**src/rtl/alu_seq.sv**
```systemverilog
// Registered WIDTH-bit ALU with valid/ready handshakes on both sides and a carry flag.
// Define ALU_SEQ_MUL_EN to build opcode 1001 as an iterative shift-add multiplier.
module alu_seq #(
   parameter int WIDTH = 16
) (
   input  logic             clk,
   input  logic             rst_n,
   input  logic             in_valid,
   output logic             in_ready,
   input  logic [WIDTH-1:0] a,
   input  logic [WIDTH-1:0] b,
   input  logic [3:0]       alu_control,
   output logic             out_valid,
   input  logic             out_ready,
   output logic [WIDTH-1:0] result,
   output logic             zero,
   output logic             carry
);

   localparam logic [WIDTH-1:0] W_AMT = WIDTH'(WIDTH);

`ifdef ALU_SEQ_MUL_EN
   typedef enum logic [1:0] {S_IDLE = 2'd0, S_MUL = 2'd1, S_DONE = 2'd2} state_t;
   localparam int             CNT_W  = $clog2(WIDTH);
   localparam logic [CNT_W-1:0] LAST = CNT_W'(WIDTH - 1);
   localparam logic [3:0]     OP_MUL = 4'b1001;
`else
   typedef enum logic [0:0] {S_IDLE = 1'b0, S_DONE = 1'b1} state_t;
`endif

   state_t           state;
   logic             accept;
   logic [WIDTH:0]   eval_p0;

   // Returns {carry, result}; every non-add/sub opcode leaves the top bit clear.
   function automatic logic [WIDTH:0] alu_eval(input logic [WIDTH-1:0] op_a,
                                               input logic [WIDTH-1:0] op_b,
                                               input logic [3:0]       ctl);
      logic [WIDTH:0]          res;
      logic                    big;
      logic signed [WIDTH-1:0] sa;
      big = (op_b >= W_AMT);
      sa  = op_a;
      res = {1'b0, op_a} + {1'b0, op_b};
      case (ctl)
         4'b0001: res = {1'b0, op_a} - {1'b0, op_b};
         4'b0010: res = {1'b0, ~op_a};
         4'b0011: res = big ? '0 : {1'b0, op_a << op_b};
         4'b0100: res = big ? '0 : {1'b0, op_a >> op_b};
         4'b0101: res = {1'b0, op_a & op_b};
         4'b0110: res = {1'b0, op_a | op_b};
         4'b0111: res = {{WIDTH{1'b0}}, op_a < op_b};
         4'b1000: res = (op_a == op_b) ? (WIDTH+1)'(9) : (WIDTH+1)'(7);
         4'b1010: res = big ? {1'b0, {WIDTH{op_a[WIDTH-1]}}} : {1'b0, sa >>> op_b};
         4'b1011: res = {1'b0, op_a ^ op_b};
         default: ;
      endcase
      return res;
   endfunction

   assign eval_p0   = alu_eval(a, b, alu_control);
   assign out_valid = (state == S_DONE);
   assign in_ready  = (state == S_IDLE) | ((state == S_DONE) & out_ready);
   assign accept    = in_valid & in_ready;

`ifdef ALU_SEQ_MUL_EN
   logic [WIDTH-1:0] mcand;
   logic [WIDTH-1:0] mplier;
   logic [WIDTH-1:0] acc;
   logic [WIDTH-1:0] acc_nxt;
   logic [CNT_W-1:0] count;

   assign acc_nxt = mplier[0] ? (acc + mcand) : acc;
`endif

   always_ff @(posedge clk or negedge rst_n) begin
      if (!rst_n) begin
         state  <= S_IDLE;
         result <= '0;
         zero   <= 1'b0;
         carry  <= 1'b0;
`ifdef ALU_SEQ_MUL_EN
         mcand  <= '0;
         mplier <= '0;
         acc    <= '0;
         count  <= '0;
`endif
      end else begin
         case (state)
`ifdef ALU_SEQ_MUL_EN
            S_MUL: begin
               acc    <= acc_nxt;
               mcand  <= mcand << 1;
               mplier <= mplier >> 1;
               count  <= count + 1'b1;
               if (count == LAST) begin
                  result <= acc_nxt;
                  zero   <= (acc_nxt == '0);
                  carry  <= 1'b0;
                  state  <= S_DONE;
               end
            end
`endif
            default: begin
               // IDLE and DONE both accept; DONE only when the consumer takes the old result.
               if (accept) begin
`ifdef ALU_SEQ_MUL_EN
                  if (alu_control == OP_MUL) begin
                     mcand  <= a;
                     mplier <= b;
                     acc    <= '0;
                     count  <= '0;
                     state  <= S_MUL;
                  end else
`endif
                  begin
                     result <= eval_p0[WIDTH-1:0];
                     zero   <= (eval_p0[WIDTH-1:0] == '0);
                     carry  <= eval_p0[WIDTH];
                     state  <= S_DONE;
                  end
               end else if ((state == S_DONE) && out_ready) begin
                  state <= S_IDLE;
               end
            end
         endcase
      end
   end

endmodule

```
**config.mk**
```make
export PLATFORM = sky130hd
export DESIGN_NAME = alu_seq
export DESIGN_NICKNAME = d
export VERILOG_FILES = /design/src/rtl/alu_seq.sv
export SDC_FILE = /design/constraint.sdc
export NUM_CORES = 1
export LEC_CHECK = 0
export ABC_AREA = 1
export BUFFER_PORTS_ARGS = -buffer_cell sky130_fd_sc_hd__buf_2
export CORE_ASPECT_RATIO = 0.75
export CORE_MARGIN = 4
export CORE_UTILIZATION = 30
export CTS_BUF_LIST = sky130_fd_sc_hd__clkbuf_4
export DETAILED_ROUTE_END_ITERATION = 16
export PLACE_DENSITY = 0.45
export SLEW_MARGIN = 40
export SYNTH_ARGS = -nofsm -noshare
export SYNTH_HDL_FRONTEND = slang
export SYNTH_SLANG_ARGS = --single-unit
```
**constraint.sdc**
```tcl
create_clock -name clk -period 1.35 [get_ports clk]
set_input_delay 0.27 -clock clk [delete_from_list [all_inputs] [get_ports clk]]
set_output_delay 0.27 -clock clk [all_outputs]
set_load 0.05 [all_outputs]
```
==> out/qor.txt, run 1 <==
Top delay family on crit path = simple AND/OR/NAND/NOR gates
Commonest non-fill, non-tap cell in the layout = nand2_1
Failing checks = setup timing
TritonCTS Buffers = 3
Max-slew headroom = 0.585
Critical path class = in -> reg
Grt ovf = 0
DRT antenna net count = 0
Final nets = 1351
Post-Syn Nets = 1049
Die width = 160 um
Total internal power = 2340 uW
Via density = 5.13
Skew-Pair Late Insertion Delay = 0.30 ns
Overall power = 4720 uW
Most frequent cells in the layout = 239 x nand2_1, 229 x buf_4, 76 x nand2_2
Worst path cell trace = buf_8 > nor2_4 > nand2_4 > nor2_8 > buf_12 > buf_12 > nand4_1 > nand2_1 > o21ai_2 > buf_4 > a21oi_4 > o21ai_1 > nand2_1 > nand2_2 > nand2_2 > nor2_4 > nand2_1 > nor2_1 > nand2_1 > nor2_1 > nand2_1 > nand2_1
Layout cell share with drive strength beyond 1 = 0.504
Final GP Congestion = 0.985
IO Pins = 60
Final Critical Period = 2.30 ns
Cells after synthesis = 959
DPL Wire Length = 20300 um
Top cell type's share of synthesized area = 0.232
Critical Path RT = 1.55 ns
Placed Area = 0.00759 mm2
Mapped Area = 0.00520 mm2
Worst Path Buf+Inv = 4
Worst hold path class = in -> reg
Drt drc = 0
Final Max Slew Viols = 0
Achievable Freq = 435 MHz
Core area = 0.0169 mm2
Initial antenna violation count = 0
# setup viols final = 18
Setup TNS Final = -13.35 ns
CP max-delay cell = nand4_1
Async set-reset flop share out of synthesis = 1.00
Vias in the first global route = 6888
Vias = 7566
Most frequent CP cell = nand2_1
Flop pwr share = 0.154
CTS max path bufs = 2
Max Fanout on Critical Path = 5
Htree depth = 1
Arr. time, crit path = 2.50 ns
RSZ-0062 raised after global routing = true
Post-Place Setup Slack = -1.35 ns
NetSw = 2380 uW
Switching Share = 0.504
Leak = 0.00479 uW
Initial Util = 0.307
Flops & latches, synth = 19
Crit path largest cell delay = 0.21 ns
Worst Skew = 0.00380 ns
Initial DRC count = 725
Final Cell Area = 0.00946 mm2
Top cells by area, synth = nand2_1 23%, ha_1 12%, nand3_1 10%
Die area = 0.0195 mm2
Final hold violations = 0
Period utilization = 1.70
Gate power share = 0.781
CTS sink cnt = 19
# rows = 41
Die H = 122 um
CTS root buf = clkbuf_4
Yosys warning total = 0
Number of enable flip-flop cells after synthesis = 0
DR WL/cell = 17.3 um
Avg Inst Size Synth = 5.42 um2
Largest net degree at the start of global routing = 32
Netlist cell types = 49
Final Worst Setup Slack = -0.948 ns
Cell type with the largest total area after synthesis = nand2_1
Cell Pwr Density = 499 mW/mm2
First-pass GRT wire length = 38600 um
WHS = 0.261 ns
# diodes = 0
Clk pwr share = 0.065
Clk pin slew, worst setup/hold paths = 0.10 ns
Router iterations before antenna repair = 6
Input/output buffers = 59
Status = finished with violations
Routed wire length = 25500 um
CP endpoint kind = register
GR Util All Layers = 0.250
Sequential area share after synthesis = 0.0914
Critical path startpoint category = input pin
Area delta synth->final = 81.9%
Max-Cap Viols = 0
Slew at the pin closest to its max-slew limit = 0.615 ns
Main synth FF type = dfrtp_1
Peak supply drop = 0.000352 V
TritonCTS clock tree = done
## timing repair
action                     in CTS  in global routing
pin swaps                     131                125
setup buffers                  29                 15
hold buffers                    1                  0
setup endpoints to repair      19                 18
cloned                          3                  0
hold endpoints to repair       19                  0
resized for setup             264                143
## metrics by stage
stage	instances	utilization
floorplan	959	-
global placement	1436	0.448
detailed placement	1436	0.448
CTS	1465	0.522
global route	1475	0.559
finish	1475	0.559
## area by class of cell
cell class                      instances  area [um2]
Inverter                              117         512
Timing Repair Buffer                  335        2830
Fill cell                            1624        7470
Sequential cell                        19         477
Multi-Input combinational cell        785        5350
Tap cell                              215         269
Clock buffer                            4        30.0
## worst register-to-register path: cells and delay by family, from the launching register on
kind,cells,cell delay [ns]
AOI/OAI and AO/OA,1,0.14
buffers and inverters,1,0.31
DFF,1,0.45
and+or+nand+nor,3,0.33
## registers in the layout, summed over array words and instances, names as in the netlist
signal,cells
carry,1
out_valid,1
result,16
zero,1
## worst paths after layout
path                            from  depth (start not counted)  slack, ns   endpoint
hold / removal             out_ready                          4       0.26  out_valid
hold reg to reg            result[3]                          2       0.48  result[3]
min in group asynchronous      rst_n                          2       0.43  result[2]
setup reg to reg           out_valid                          5       0.05      carry
setup / recovery               b[12]                         22      -0.95       zero
max in group asynchronous      rst_n                          2       0.60  out_valid
## cells in the mapped netlist, types with 3 or more instances
cell and count:
nand2_1 321, nand3_1 106, inv_1 102, nor2_1 71, a21oi_1 51, o21ai_0 51, ha_1 48, o21ai_1 22
nand4_1 21, clkbuf_1 19, dfrtp_1 19, buf_2 11, inv_2 11, o22ai_1 11, nor3_1 10, o211ai_1 9
nor2_2 6, nand2_2 5, nor4_1 5, xor2_1 5, a31oi_1 4, nor2_8 4, a211oi_1 3, buf_1 3
clkbuf_2 3, clkinv_1 3, o2111ai_1 3
## logic make-up (layout without fill, tap and decap cells)
group | after synthesis | after routing | synth area share
AO/OA/AOI/OAI | 167 | 167 | 0.180
buffers and inverters | 156 | 456 | 0.119
adder cells (fa/ha/maj) | 50 | 50 | 0.123
AND/OR/NAND/NOR | 561 | 562 | 0.476
XOR/XNOR | 6 | 6 | 0.0101
flip-flops | 19 | 19 | 0.0914
## layer usage
layer | vias up | wire length [um] | track usage
li1 | 3780 | - | -
met1 | 3481 | 12600 | 0.388
met2 | 282 | 10900 | 0.380
met3 | 23 | 1710 | 0.0196
met4 | 0 | 357 | 0.0430
met5 | - | 0 | 0
## power groups by stage
stage               Combinational (uW)  Sequential [uW]  Clock [uW]
floorplan                         1240             1110           0
global placement                  2920              737           0
detailed placement                2910              740           0
CTS                               3330              728         323
global route                      3940              743         340
finish                            3680              728         307
Note: power is estimated with default switching activity, not from simulation.
==> run 2: changes to the inputs <==
CELL_PAD_IN_SITES_DETAIL_PLACEMENT = 1   (was default)
CELL_PAD_IN_SITES_GLOBAL_PLACEMENT = 1   (was default)
PLACE_DENSITY = 0.62   (was 0.45)
SLEW_MARGIN = 20   (was 40)
==> out/qor.txt, run 2 (same netlist as run 1, synthesis figures left out) <==
Fillcell total = 2276 (+40%)
Achievable Freq = 412 MHz (-5.3%)
Area delta synth->final = 78.5%
Most frequent cells in the layout = 261 x buf_4, 224 x nand2_1, 90 x inv_1
DPL Wire Length = 23200 um (+15%)
CTS max path bufs = 2 (unchanged)
Skew-Pair Late Insertion Delay = 0.31 ns (about the same)
Final Non-Filler Cells = 1484 (+0.61%)
Initial Util = 0.307 (unchanged)
Failing checks = setup timing
Biggest register = result
TritonCTS clock tree = done
Largest net degree at the start of global routing = 35 (+9.4%)
# diodes = 0 (unchanged)
Initial DRC count = 800 (+10%)
Worst path cell trace = buf_4 > inv_1 > buf_12 > buf_4 > nand2_2 > nand2_1 > nand2_1 > nand3_1 > nand2_1 > a21oi_1 > nand2_1 > nand2_1 > nand3_2 > nor2_2 > nand2_1 > nor2_1 > nand2_1 > nor2_2 > nand2_1 > nand2_1
CTS root buf = clkbuf_4
Vias = 8205 (+8.4%)
Routed wire length = 31500 um (+24%)
Critical path class = in -> reg
Footprint of the multi-input gates = 0.00531 mm2 (-0.70%)
Htree depth = 1 (unchanged)
Cell Pwr Density = 521 mW/mm2 (+4.5%)
TritonCTS Buffers = 3 (unchanged)
GR Util All Layers = 0.286 (+0.0366)
# setup viols final = 18 (unchanged)
Reg area = 477 um2 (unchanged)
RSZ-0062 raised after global routing = true
Crit path largest cell delay = 0.22 ns (about the same)
Final hold violations = 0 (unchanged)
Final nets = 1360 (+0.67%)
Final GP Congestion = 0.945 (-4.1%)
IO Pins = 60 (unchanged)
Period utilization = 1.80 (+0.0944)
Max-slew headroom = 0.652 (+0.0664)
Critical path startpoint category = input pin
Slew at the pin closest to its max-slew limit = 0.517 ns (-0.0986 ns)
Leak = 0.00476 uW (-0.64%)
DRT antenna net count = 0 (unchanged)
Max Fanout on Critical Path = 17 (+12)
Max-Cap Viols = 0 (unchanged)
Clk pin slew, worst setup/hold paths = 0.10 ns (about the same)
Die area = 0.0195 mm2 (unchanged)
Router iterations before antenna repair = 6 (unchanged)
Input/output buffers = 59 (unchanged)
Status = finished with violations
CP endpoint kind = register
Final Max Slew Viols = 0 (unchanged)
Critical Path RT = 1.61 ns (+0.06 ns)
Vias in the first global route = 7797 (+13%)
Worst hold path class = in -> reg
Die width = 160 um (unchanged)
Worst Path Buf+Inv = 4 (unchanged)
First-pass GRT wire length = 44100 um (+14%)
Arr. time, crit path = 2.69 ns (+0.19 ns)
Grt ovf = 0 (unchanged)
CTS sink cnt = 19 (unchanged)
Most frequent CP cell = nand2_1
# rows = 41 (unchanged)
Placed insts = 1434 (-0.14%)
Final Worst Setup Slack = -1.08 ns (-0.127 ns)
DR WL/cell = 21.3 um (+23%)
Drt drc = 0 (unchanged)
Die H = 122 um (unchanged)
Worst Skew = 0.000758 ns (-0.00304 ns)
Via density = 5.53 (+7.8%)
Peak supply drop = 0.000387 V (+9.8%)
Layout cell share with drive strength beyond 1 = 0.495 (-0.00909)
CP max-delay cell = a21oi_1
Overall power = 4840 uW (+2.6%)
Core area = 0.0169 mm2 (unchanged)
Final Critical Period = 2.43 ns (+0.127 ns)
Initial antenna violation count = 0 (unchanged)
Max reg flops = 16 (unchanged)
Top delay family on crit path = simple AND/OR/NAND/NOR gates
Commonest non-fill, non-tap cell in the layout = buf_4
==> run 2: cell types whose count changed in the layout (fill, tap and decap cells not counted), moves of 12 or more <==
cell and change:
inv_2 -18, nand2_1 -15, buf_6 -17, buf_4 +32, inv_1 +22, nand2_2 +12
==> run 2: power by group <==
| group | leakage, uW | switching [uW] | internal [uW] |
|---|---|---|---|
| registers | 0.000238 | 58.5 | 673 |
| clock network | 0.0000184 | 182 | 136 |
| logic | 0.00450 | 2290 | 1500 |
| total | 0.00476 | 2530 | 2310 |
==> run 2: layout make-up <==
type	instances	area share
well taps	215	0.0290
clock buffers	4	0.00323
flip-flops and latches	19	0.0514
multi-input cells	784	0.572
repair buffers	345	0.291
inverters	117	0.0530
==> run 2: path summary, 6_finish.rpt <==
check                      startpoint        end  slack, ns  cells after the start
setup / recovery                 b[0]       zero      -1.08                     20
hold / removal              out_ready  out_valid       0.25                      4
setup reg to reg            out_valid      carry       0.09                      5
hold reg to reg             result[7]  result[7]       0.47                      2
max in group asynchronous       rst_n  out_valid       0.62                      2
min in group asynchronous       rst_n  result[2]       0.41                      2
==> run 2: stage by stage <==
step	hold WS, ns	utilization	TNS, ns	instance area [um2]	setup slack [ns]
2_1_floorplan	-0.0256	-	-10.86	5400	-0.884
3_3_place_gp	0.225	0.446	-20.90	7550	-1.37
3_5_place_dp	0.230	0.446	-21.80	7550	-1.46
4_1_cts	0.257	0.506	-12.84	8560	-0.963
5_1_grt	0.268	0.548	-16.41	9280	-1.25
6_report	0.250	0.548	-14.39	9280	-1.08
==> run 2: worst reg2reg max path: cells and delay by family (launching register included) <==
kind / cells / cell delay, ns
flops: 1 / 0.46
simple gates: 3 / 0.28
compound gates: 1 / 0.13
buf+inv: 1 / 0.32
==> run 2: routing by layer <==
layer  vias to the layer above  wire length (um)  track usage
met1                      3996             14300        0.419
li1                       3785                 -            -
met4                         0              1050       0.0666
met5                         -                 0            0
met2                       369             13700        0.443
met3                        55              2510       0.0433
==> run 2: what timing repair did <==
item,CTS,global route
pin swaps,105,95
hold buffers,1,0
cloned,1,0
setup buffers,22,33
endpoints found under the setup margin,19,18
endpoints found under the hold margin,19,0
gates resized for setup,223,137
